--- src/rtl/demod_multigate.sv ---
// Multi-gate quadrature demodulator: mixes each receive line against an N-phase sin/cos table
// locked to line start and emits one saturating I/Q sum per range gate over valid/ready.
module demod_multigate #(
  parameter int ADC_W  = 14,
  parameter int LUT_W  = 8,
  parameter int ACC_W  = 32,
  parameter int PHASES = 8,
  parameter int NGATE  = 4
) (
  input  logic             DEMODCLK,
  input  logic             RESET,
  input  logic             ENABLE,
  input  logic [ADC_W-1:0] adcValue,
  input  logic [15:0]      GATE_DELAY,
  input  logic [7:0]       SV_LEN,
  output logic [ACC_W-1:0] OUT_I,
  output logic [ACC_W-1:0] OUT_Q,
  output logic [7:0]       OUT_GATE,
  output logic             OUT_SAT,
  output logic             OUT_VALID,
  input  logic             OUT_READY,
  output logic             OVERRUN
);
  // state | meaning
  // IDLE  | waiting for ENABLE; the first enabled edge is sample n=0
  // DELAY | counting range-delay samples before gate 0
  // ACCUM | tagging samples into gates 0..NGATE-1
  // DONE  | all gates issued, waiting for ENABLE to drop
  typedef enum logic [1:0] {IDLE, DELAY, ACCUM, DONE} state_t;

  localparam int  PW  = $clog2(PHASES);
  localparam int  PRW = ADC_W + LUT_W;
  localparam int  AMP = 2 ** (LUT_W - 1) - 1;
  localparam real PI  = 3.14159265358979323846;
  localparam logic signed [ACC_W:0] SUM_MAX = {2'b00, {(ACC_W-1){1'b1}}};
  localparam logic signed [ACC_W:0] SUM_MIN = {2'b11, {(ACC_W-2){1'b0}}, 1'b1};

  logic signed [LUT_W-1:0] cos_lut [PHASES];
  logic signed [LUT_W-1:0] sin_lut [PHASES];

  for (genvar p = 0; p < PHASES; p++) begin : g_lut
    localparam real C  = AMP * $cos(2.0 * PI * p / PHASES);
    localparam real S  = AMP * $sin(2.0 * PI * p / PHASES);
    localparam int  CI = (C >= 0.0) ? $rtoi(C + 0.5) : -$rtoi(-C + 0.5);
    localparam int  SI = (S >= 0.0) ? $rtoi(S + 0.5) : -$rtoi(-S + 0.5);
    assign cos_lut[p] = LUT_W'(CI);
    assign sin_lut[p] = LUT_W'(SI);
  end

  state_t          state_q, state_d;
  logic [15:0]     dly_q, dly_d;
  logic [7:0]      len_q, len_d, rem_q, rem_d, gate_q, gate_d;
  logic [PW-1:0]   phase_q, phase_d;

  logic            line_start, enter_gate, gate_smp, smp_first, smp_last, last_gate;
  logic [7:0]      eff_len, cur_rem, cur_gate;
  logic [PW-1:0]   smp_phase;

  assign line_start = (state_q == IDLE) && ENABLE;
  assign eff_len    = line_start ? SV_LEN : len_q;
  assign enter_gate = (line_start && GATE_DELAY == 16'd0 && SV_LEN != 8'd0) ||
                      (state_q == DELAY && ENABLE && dly_q == 16'd0 && len_q != 8'd0);
  assign gate_smp   = enter_gate || (state_q == ACCUM && ENABLE);
  assign cur_rem    = enter_gate ? eff_len : rem_q;
  assign cur_gate   = enter_gate ? 8'd0 : gate_q;
  assign smp_first  = (cur_rem == eff_len);
  assign smp_last   = (cur_rem == 8'd1);
  assign last_gate  = (cur_gate == 8'(NGATE - 1));
  assign smp_phase  = line_start ? '0 : phase_q;

  always_comb begin
    state_d = state_q;
    dly_d   = dly_q;
    len_d   = len_q;
    rem_d   = rem_q;
    gate_d  = gate_q;
    phase_d = phase_q + PW'(1);
    case (state_q)
      IDLE: begin
        phase_d = '0;
        if (ENABLE) begin
          phase_d = PW'(1);
          len_d   = SV_LEN;
          if (GATE_DELAY != 16'd0) begin
            state_d = DELAY;
            dly_d   = GATE_DELAY - 16'd1;
          end else if (SV_LEN == 8'd0) begin
            state_d = DONE;
          end
        end
      end
      DELAY: begin
        if (!ENABLE)               state_d = IDLE;
        else if (dly_q != 16'd0)   dly_d   = dly_q - 16'd1;
        else if (len_q == 8'd0)    state_d = DONE;
      end
      ACCUM:   if (!ENABLE) state_d = IDLE;
      DONE:    if (!ENABLE) state_d = IDLE;
      default: state_d = IDLE;
    endcase
    // Gate bookkeeping is shared by the entry edge and the ACCUM edges.
    if (gate_smp) begin
      state_d = ACCUM;
      if (!smp_last) begin
        rem_d  = cur_rem - 8'd1;
        gate_d = cur_gate;
      end else if (last_gate) begin
        state_d = DONE;
      end else begin
        rem_d  = eff_len;
        gate_d = cur_gate + 8'd1;
      end
    end
  end

  always_ff @(posedge DEMODCLK or posedge RESET) begin
    if (RESET) begin
      state_q <= IDLE;
      dly_q   <= '0;
      len_q   <= '0;
      rem_q   <= '0;
      gate_q  <= '0;
      phase_q <= '0;
    end else begin
      state_q <= state_d;
      dly_q   <= dly_d;
      len_q   <= len_d;
      rem_q   <= rem_d;
      gate_q  <= gate_d;
      phase_q <= phase_d;
    end
  end

  logic [ADC_W-1:0]  s1_adc;
  logic [PW-1:0]     s1_phase;
  logic              s1_vld, s1_first, s1_last, s2_vld, s2_first, s2_last;
  logic [7:0]        s1_gate, s2_gate;
  logic [ACC_W-1:0]  p_i, p_q, acc_i, acc_q;
  logic              sat_i, sat_q;
  logic signed [PRW-1:0] prod_i, prod_q;
  logic [ACC_W:0]    r_i, r_q;
  logic              load;

  assign prod_i = $signed(s1_adc) * cos_lut[s1_phase];
  assign prod_q = $signed(s1_adc) * sin_lut[s1_phase];

  // Returns {saturated, value}; a held channel keeps its clamp value for the rest of the gate.
  function automatic logic [ACC_W:0] sat_add(input logic [ACC_W-1:0] base,
                                             input logic [ACC_W-1:0] p, input logic held);
    logic signed [ACC_W:0] s;
    s = $signed({base[ACC_W-1], base}) + $signed({p[ACC_W-1], p});
    if (held)             sat_add = {1'b1, base};
    else if (s > SUM_MAX) sat_add = {1'b1, SUM_MAX[ACC_W-1:0]};
    else if (s < SUM_MIN) sat_add = {1'b1, SUM_MIN[ACC_W-1:0]};
    else                  sat_add = {1'b0, s[ACC_W-1:0]};
  endfunction

  assign r_i  = sat_add(s2_first ? '0 : acc_i, p_i, !s2_first && sat_i);
  assign r_q  = sat_add(s2_first ? '0 : acc_q, p_q, !s2_first && sat_q);
  assign load = s2_vld && s2_last;

  always_ff @(posedge DEMODCLK or posedge RESET) begin
    if (RESET) begin
      s1_adc <= '0; s1_phase <= '0; s1_vld <= 1'b0; s1_first <= 1'b0; s1_last <= 1'b0;
      s1_gate <= '0;
      p_i <= '0; p_q <= '0; s2_vld <= 1'b0; s2_first <= 1'b0; s2_last <= 1'b0; s2_gate <= '0;
      acc_i <= '0; acc_q <= '0; sat_i <= 1'b0; sat_q <= 1'b0;
      OUT_I <= '0; OUT_Q <= '0; OUT_GATE <= '0; OUT_SAT <= 1'b0;
      OUT_VALID <= 1'b0; OVERRUN <= 1'b0;
    end else begin
      s1_adc   <= adcValue;
      s1_phase <= smp_phase;
      s1_vld   <= gate_smp;
      s1_first <= smp_first;
      s1_last  <= smp_last;
      s1_gate  <= cur_gate;
      p_i      <= ACC_W'(prod_i);
      p_q      <= ACC_W'(prod_q);
      s2_vld   <= s1_vld;
      s2_first <= s1_first;
      s2_last  <= s1_last;
      s2_gate  <= s1_gate;
      if (s2_vld) begin
        acc_i <= r_i[ACC_W-1:0];
        acc_q <= r_q[ACC_W-1:0];
        sat_i <= r_i[ACC_W];
        sat_q <= r_q[ACC_W];
      end
      if (load) begin
        OUT_I     <= r_i[ACC_W-1:0];
        OUT_Q     <= r_q[ACC_W-1:0];
        OUT_GATE  <= s2_gate;
        OUT_SAT   <= r_i[ACC_W] | r_q[ACC_W];
        OUT_VALID <= 1'b1;
      end else if (OUT_VALID && OUT_READY) begin
        OUT_VALID <= 1'b0;
      end
      if (load && OUT_VALID && !OUT_READY) OVERRUN <= 1'b1;
      else if (line_start)                 OVERRUN <= 1'b0;
    end
  end
endmodule

--- config.mk ---
export PLATFORM = sky130hd
export DESIGN_NAME = demod_multigate
export DESIGN_NICKNAME = d
export VERILOG_FILES = /design/src/rtl/demod_multigate.sv
export SDC_FILE = /design/constraint.sdc
export NUM_CORES = 1
export LEC_CHECK = 0
export CAP_MARGIN = 30
export CELL_PAD_IN_SITES_DETAIL_PLACEMENT = 2
export CELL_PAD_IN_SITES_GLOBAL_PLACEMENT = 2
export CORE_ASPECT_RATIO = 2
export CORE_MARGIN = 4
export CORE_UTILIZATION = 44
export CTS_CLUSTER_DIAMETER = 80
export DETAILED_ROUTE_END_ITERATION = 12
export DONT_BUFFER_PORTS = 1
export PLACE_DENSITY_LB_ADDON = 0.1
export SYNTH_ARGS = -nofsm -noshare
export SYNTH_HDL_FRONTEND = slang
export SYNTH_SLANG_ARGS = --single-unit
--- constraint.sdc ---
create_clock -name DEMODCLK -period 23.4 [get_ports DEMODCLK]
set_clock_uncertainty 0.05 [all_clocks]
set_input_delay 2.34 -clock DEMODCLK [delete_from_list [all_inputs] [get_ports DEMODCLK]]
set_output_delay 2.34 -clock DEMODCLK [all_outputs]
set_load 0.005 [all_outputs]
# Yosys cells after proc, flatten, opt, wreduce, memory -nomap -nowiden

Memories as Yosys holds them, arrays and structs flattened.
Cells that the tools add are included.

Order comparisons: 5
Muxes and demuxes: 42
$add $sub $neg: 7
Bitwise gates (word level): 2
Equal/unequal tests: 16
Reduce and logical (&&, ||, !) cells: 34
$mul: 2

Operator list:

| cell                                                                               | number |
|---|---|
| 33-bit 2-to-1 mux                                                                  | 6 |
| 8-bit 2-to-1 mux                                                                   | 11 |
| 32-bit by 22-bit adder with 33-bit output                                          | 2 |
| 33-bit by 32-bit greater-than comparator with 1-bit output (second input constant) | 2 |
| 33-bit by 32-bit < comparator with 1-bit output (second input constant)            | 2 |
| 16-bit 2-to-1 mux                                                                  | 4 |
| 32-bit 2-to-1 mux                                                                  | 2 |
| 14-bit by 8-bit multiplier with 22-bit output                                      | 2 |
| 16-bit logical NOT                                                                 | 2 |
| 16-bit one-hot mux with 2 select lines                                             | 1 |
| 16-bit nonzero test                                                                | 2 |
| 16-bit by 1-bit subtractor with 16-bit output (second input constant)              | 2 |
| 8-bit logical NOT                                                                  | 2 |
| 2-bit 2-to-1 mux                                                                   | 8 |
| 8-bit nonzero test                                                                 | 2 |
| 1-bit logical AND                                                                  | 13 |
| 5-bit AND reduction                                                                | 2 |
| 8-bit by 1-bit adder with 8-bit output (second input constant)                     | 1 |
| 8-bit by 1-bit equality test with 1-bit output (second input constant)             | 1 |
| 8-bit by 2-bit equality test with 1-bit output (second input constant)             | 1 |
| 8-bit equality test                                                                | 1 |
| 8-bit by 1-bit subtractor with 8-bit output (second input constant)                | 1 |
| 1-bit 2-to-1 mux                                                                   | 7 |
| 3-bit 2-to-1 mux                                                                   | 2 |
| 20 further kinds                                                                   | 29 |

Input bits: 42
Memory bits (read-only): 128
Output and inout port bits: 75
Flip-flop bits (word level): 269
Memories: 2

Memories:

| memory          | words | width | rd ports | clocked after memory_dff | wr ports | RTL line | text |
|---|---|---|---|---|---|---|---|
| (no name shown) | 8     | 8     | 1        | 0                        | 0        | 145      | `assign prod_q = $signed(s1_adc) * sin_lut[s1_phase];` |
| (no name shown) | 8     | 8     | 1        | 0                        | 0        | 144      | `assign prod_i = $signed(s1_adc) * cos_lut[s1_phase];` |

# Depth between registers and ports, before layout

Word-level depth: 10
Depth in mapped cells: 29
Depth with buffers taken out: 27

# Worst setup path after synthesis

OpenSTA, ideal clock, no wires.

Path type: register to register
Start: reg s1_phase[2]
End: reg p_q[20]
Setup time: 80 ps
Clock period less this slack: 5,647 ps
Setup slack: 17,753 ps
Arrival time: 5,517 ps
Data required time: 23,270 ps
Stages on the path, launching flop included: 25
Path through: dfrtp_1 > clkbuf_1 > buf_1 > nor2_1 > clkbuf_1 > nand2_1 > inv_1 > fa_1 > fa_1 > inv_1 > fa_1 > fa_1 > inv_1 > ha_1 > nor2b_1 > o21ai_0 > a21boi_0 > o21ai_0 > a21boi_0 > o21ai_0 > a21oi_1 > o21ai_0 > o211ai_1 > a21oi_1 > xnor2_1

Cells in the longest elaborated chain, start to end: 5

RTL lines:

| element                                             | RTL line | text |
|---|---|---|
| from (decl)                                         | 135      | `logic [PW-1:0] s1_phase;` |
| from (signal assigned)                              | 172      | `s1_phase <= smp_phase;` |
| 3-bit NOT with 4-bit output (not written as such)   | 145      |  |
| memory read 8 x 8 bit                               | --       |  |
| 8-bit 2-to-1 mux (not written as such) (2 in a row) | 145      |  |
| 14-bit by 8-bit multiplier with 22-bit output       | 145      |  |
| net prod_q[20]                                      | 140      | `logic signed [PRW-1:0] prod_i, prod_q;` |
| to (signal assigned)                                | 178      | `p_q <= ACC_W'(prod_q);` |
| to (decl)                                           | 138      | `logic [ACC_W-1:0] p_i, p_q, acc_i, acc_q;` |

The timed path passes the listed nets, and every way through them passes these cells. The select of a mux whose other input is x is not followed.
A chain may end at the register's enable or synchronous reset.

# Worst setup path after layout

Start: reg s1_phase[1]
End: reg p_q[20]

Same word-level chain as after synthesis.

==> impl.org <==
** Drt
- The first detailed-routing pass took 4 iterations.
- Average vias per placed instance :: about 6
- Dividing the detail-routed wire length by the instance count gives between 20 and 30 um.
- The detailed router finished its first iteration with approximately 980 violations.
- The final route contains ~20000 vias.
- For this run, design rule violations remaining after detail routing come to 0.
- Total Wirelength :: 88.34 mm
- Remaining antenna violation count after routing :: 0

** Global route
- Entering global routing, the biggest net connects 78 pins.
- The initial antenna violation count is 5.
- Global routing used 31.10% of the available tracks.
- Via count of the first global-routing pass :: 23862
- Overflow left after global routing :: 0
- Global-route wire length before repair :: around 140 mm

** Pwr
- Maximum VDD drop :: about 0.00011 V
- Summing internal, switching and leakage power gives roughly 4.6 mW.
- Summed over all cells, the static leakage comes to 12.05 nW.
- Dividing total power by cell area gives a power density of 179.5 mW/mm2.

** Yosys
- The number of nets in the synthesized netlist is 3089.
- Yosys mapped a number of flops with a built-in enable equal to 0.
- Main combinational cell family by area after synthesis :: adder cells
- Area fraction in compound gates after synthesis :: 16.66%
- Adder-cell share of the synthesized area :: between 20% and 30%
- Yosys mapped the design onto 96 distinct sky130hd cell types.
- After synthesis, the share of flip-flops with an asynchronous set or reset is 100.0%.
- Area share of xor/xnor cells in the synthesized design :: 4.429%
- In this run the cell area of the synthesized design comes to 0.02367 mm2.
- The average instance in the mapped netlist occupies around 8.7 um2.
- Library cell with the largest summed area after synthesis :: sky130_fd_sc_hd__dfrtp_1
- By count the netlist is led by sky130_fd_sc_hd__inv_1 (310), sky130_fd_sc_hd__nand2_1 (276), sky130_fd_sc_hd__dfrtp_1 (269), sky130_fd_sc_hd__nor2_1 (194), sky130_fd_sc_hd__a21oi_1 (171).
- After synthesis, the largest area contributor takes up 28.43% of total cell area.
- After synthesis, flip-flops and latches occupy 28.43% of the total area.
- For this run, the number of Yosys warnings is 0.
- The synthesized design contains 269 register bits.
- For this run, the leading register cell type out of synthesis is sky130_fd_sc_hd__dfrtp_1.
- In the post-synthesis netlist, the biggest area contributors are sky130_fd_sc_hd__dfrtp_1 (28%), sky130_fd_sc_hd__fa_1 (14%), sky130_fd_sc_hd__ha_1 (8.8%), sky130_fd_sc_hd__inv_1 (4.9%), sky130_fd_sc_hd__nand2_1 (4.4%).
- Most common cell in the synthesized netlist :: sky130_fd_sc_hd__inv_1
- Syn Inst Count :: between 2000 and 3000
- Share of synthesized cell area in and, or, nand and nor gates :: between 10% and 20%
- Of the post-synthesis cell area, the part taken by muxes is under 10%.

** Timing
- Rel. slew slack :: approximately a third
- Setup slack of the critical path after layout :: 16.49 ns
- The number of hold-slack violations in the final timing report came to 0.
- Dividing the final minimum period by the clock period gives 29.54%.
- Total negative setup slack :: 0 ns
- Tightest Pin Transition :: 0.9825 ns
- Derived from the worst setup path, the maximum achievable clock frequency is 0.1446 GHz.
- RSZ-0062 raised after global routing :: false
- The smallest clock period supported by the final layout is computed as 6.913 ns.
- The number of slew-limit violations in the final report was 0.
- Final setup violating endpoints :: 0

** Final layout
- After the last flow step, the layout net total stands at 3019.
- In the final layout, the multi-input gates occupy 0.01528 mm2.
- Post-synthesis to final-layout area growth :: 7.108%
- Flip-flop and latch area :: 0.006733 mm2
- Fill cells in the final layout number 5915.
- Cells with a size suffix above 1 make up 5.322% of the layout.

** Floorplanning
- The floorplan step defined a die boundary enclosing 0.05780 mm2.
- Core footprint :: 0.05345 mm2
- Vertical extent of the die :: 336.0 um
- Number of placed I/O pins :: 117
- From left edge to right edge, the die measures 172.0 um.
- Number of placement rows :: 120
- For this configuration, the core starts out at a cell density of between 40% and 50%.

** Clocking
- Number of buffers added by the clock tree synthesis step :: 29
- In this run the clock root is driven by a sky130_fd_sc_hd__clkbuf_16.
- Count of buffers added by post-CTS timing repair for setup :: 0
- The clock reaches the later pin of the worst-skew pair after around 0.63 ns.
- Post-cts resize count :: 0
- The clock drives 269 sinks.
- Hold bufs inserted after CTS :: 0
- The clock passes through at most 3 buffers.
- Clk pin slew, worst setup/hold paths :: around 0.08 ns
- TritonCTS built the clock tree.
- CTS built an H-tree with a depth of 1.

** Critical path
- Of all nets on the critical path, the largest fanout is 13.
- The critical path is of the flop to flop type.
- Critical path startpoint category :: flop
- STA puts the critical path data arrival time at 7.40 ns.
- Critical path required time :: 23.89 ns
- Critical path endpoint category :: flop

** Job
- Max capacitance violation total :: 0

** Place
- Port Buffer Count :: 0
- Placer Congestion :: 0.9474
- At the placement stage, the worst setup path has a slack of 16.51 ns.
- Post-detailed-placement half-perimeter wirelength :: 68.97 mm

** Run status
- Run status :: finished clean

** Min path
- In this run the worst hold path is classified as flop to flop.
[cell families after synthesis]
family	after synthesis
multiplexers	34
flip-flops	269
XOR/XNOR	118
adder cells (fa/ha/maj)	341
buffers and inverters	442
AO/OA/AOI/OAI	610
AND/OR/NAND/NOR	901
[area by class of cell]
class	instances	area share [%]
multi-input cells	2004	60.25
flip-flops and latches	269	26.55
inverters	312	4.648
well taps	671	3.311
clock buffers	33	3.079
clock inverters	21	1.169
repair buffers	29	0.9523
diodes	4	0.03948
[final timing paths]
kind / start / slack (ns) / to / cells past startpoint
worst min-delay path: s1_last / 0.30 / s2_last / 0
worst max register to register: s1_phase[1] / 16.49 / p_q[20] / 22
worst min register to register: s1_last / 0.30 / s2_last / 0
min in group asynchronous: RESET / 1.57 / OUT_Q[9] / 1
max in group asynchronous: RESET / 20.36 / p_i[21] / 2
worst max-delay path: s1_phase[1] / 16.49 / p_q[20] / 22
[power by group]
part | leakage (nW) | total [mW] | switching (mW) | internal, mW
Sequential | 3.49 | 0.692 | 0.109 | 0.583
Combinational | 8.05 | 3.32 | 2.09 | 1.24
Clock | 0.514 | 0.536 | 0.228 | 0.308
[per-stage QoR]
stage,hold WS [ns],util (%),std cells,cell area [um2]
finish,0.2990,47.44,3343,25360
global route,0.3047,47.43,3341,25350
CTS,0.3023,47.39,3337,25330
detailed placement,0.2857,45.38,3283,24250
global placement,0.2832,45.29,3280,24210
floorplan,0.2812,-,2715,23670
[registers in the layout, summed over array words and instances, names as in the netlist, 14 cells and up]
register,count
OUT_I,32
OUT_Q,32
acc_i,32
acc_q,32
dly_q,16
p_i,22
p_q,22
s1_adc,14
[routing by layer]
layer	up-vias	GRT usage (%)	share of wire (%)	routed length, um
li1	9017	-	-	-
met1	10266	27.69	31	27220
met2	454	61.03	57	50070
met3	287	5.470	4.1	3581
met4	2	20.96	8.4	7461
met5	-	0	0.018	16
[worst max-delay path, stage by stage (launching register included)]
cell and delay [ns]:
sky130_fd_sc_hd__dfrtp_1 0.45, sky130_fd_sc_hd__inv_1 0.17, sky130_fd_sc_hd__ha_1 0.35, sky130_fd_sc_hd__nor2_1 0.79, sky130_fd_sc_hd__nand2_1 0.30, sky130_fd_sc_hd__fa_1 0.55
sky130_fd_sc_hd__fa_1 0.56, sky130_fd_sc_hd__inv_1 0.06, sky130_fd_sc_hd__fa_1 0.53, sky130_fd_sc_hd__inv_1 0.06, sky130_fd_sc_hd__fa_1 0.54, sky130_fd_sc_hd__inv_1 0.06
sky130_fd_sc_hd__ha_1 0.33, sky130_fd_sc_hd__o21ai_0 0.14, sky130_fd_sc_hd__a21boi_0 0.18, sky130_fd_sc_hd__o21ai_0 0.26, sky130_fd_sc_hd__a21boi_0 0.17, sky130_fd_sc_hd__o21ai_0 0.28
sky130_fd_sc_hd__a21oi_1 0.14, sky130_fd_sc_hd__o21ai_0 0.37, sky130_fd_sc_hd__o211ai_1 0.15, sky130_fd_sc_hd__a21oi_1 0.20, sky130_fd_sc_hd__xnor2_1 0.13
[cell usage in the layout, fill, tap and decap left out, types with 27 or more instances in the layout]
cell	n
sky130_fd_sc_hd__inv_1	309
sky130_fd_sc_hd__a21o_1	38
sky130_fd_sc_hd__nor2b_1	80
sky130_fd_sc_hd__dfrtp_1	268
sky130_fd_sc_hd__nor2_1	194
sky130_fd_sc_hd__ha_1	167
sky130_fd_sc_hd__a21oi_1	170
sky130_fd_sc_hd__nand3_1	62
sky130_fd_sc_hd__o21ai_0	143
sky130_fd_sc_hd__fa_1	165
sky130_fd_sc_hd__xnor2_1	82
sky130_fd_sc_hd__xor2_1	34
sky130_fd_sc_hd__nand2_1	275
sky130_fd_sc_hd__and2_1	114
sky130_fd_sc_hd__nor3_1	39
sky130_fd_sc_hd__a31oi_1	39
sky130_fd_sc_hd__clkbuf_16	29
sky130_fd_sc_hd__buf_4	27
No activity file was read; power rests on OpenSTA's default activity.
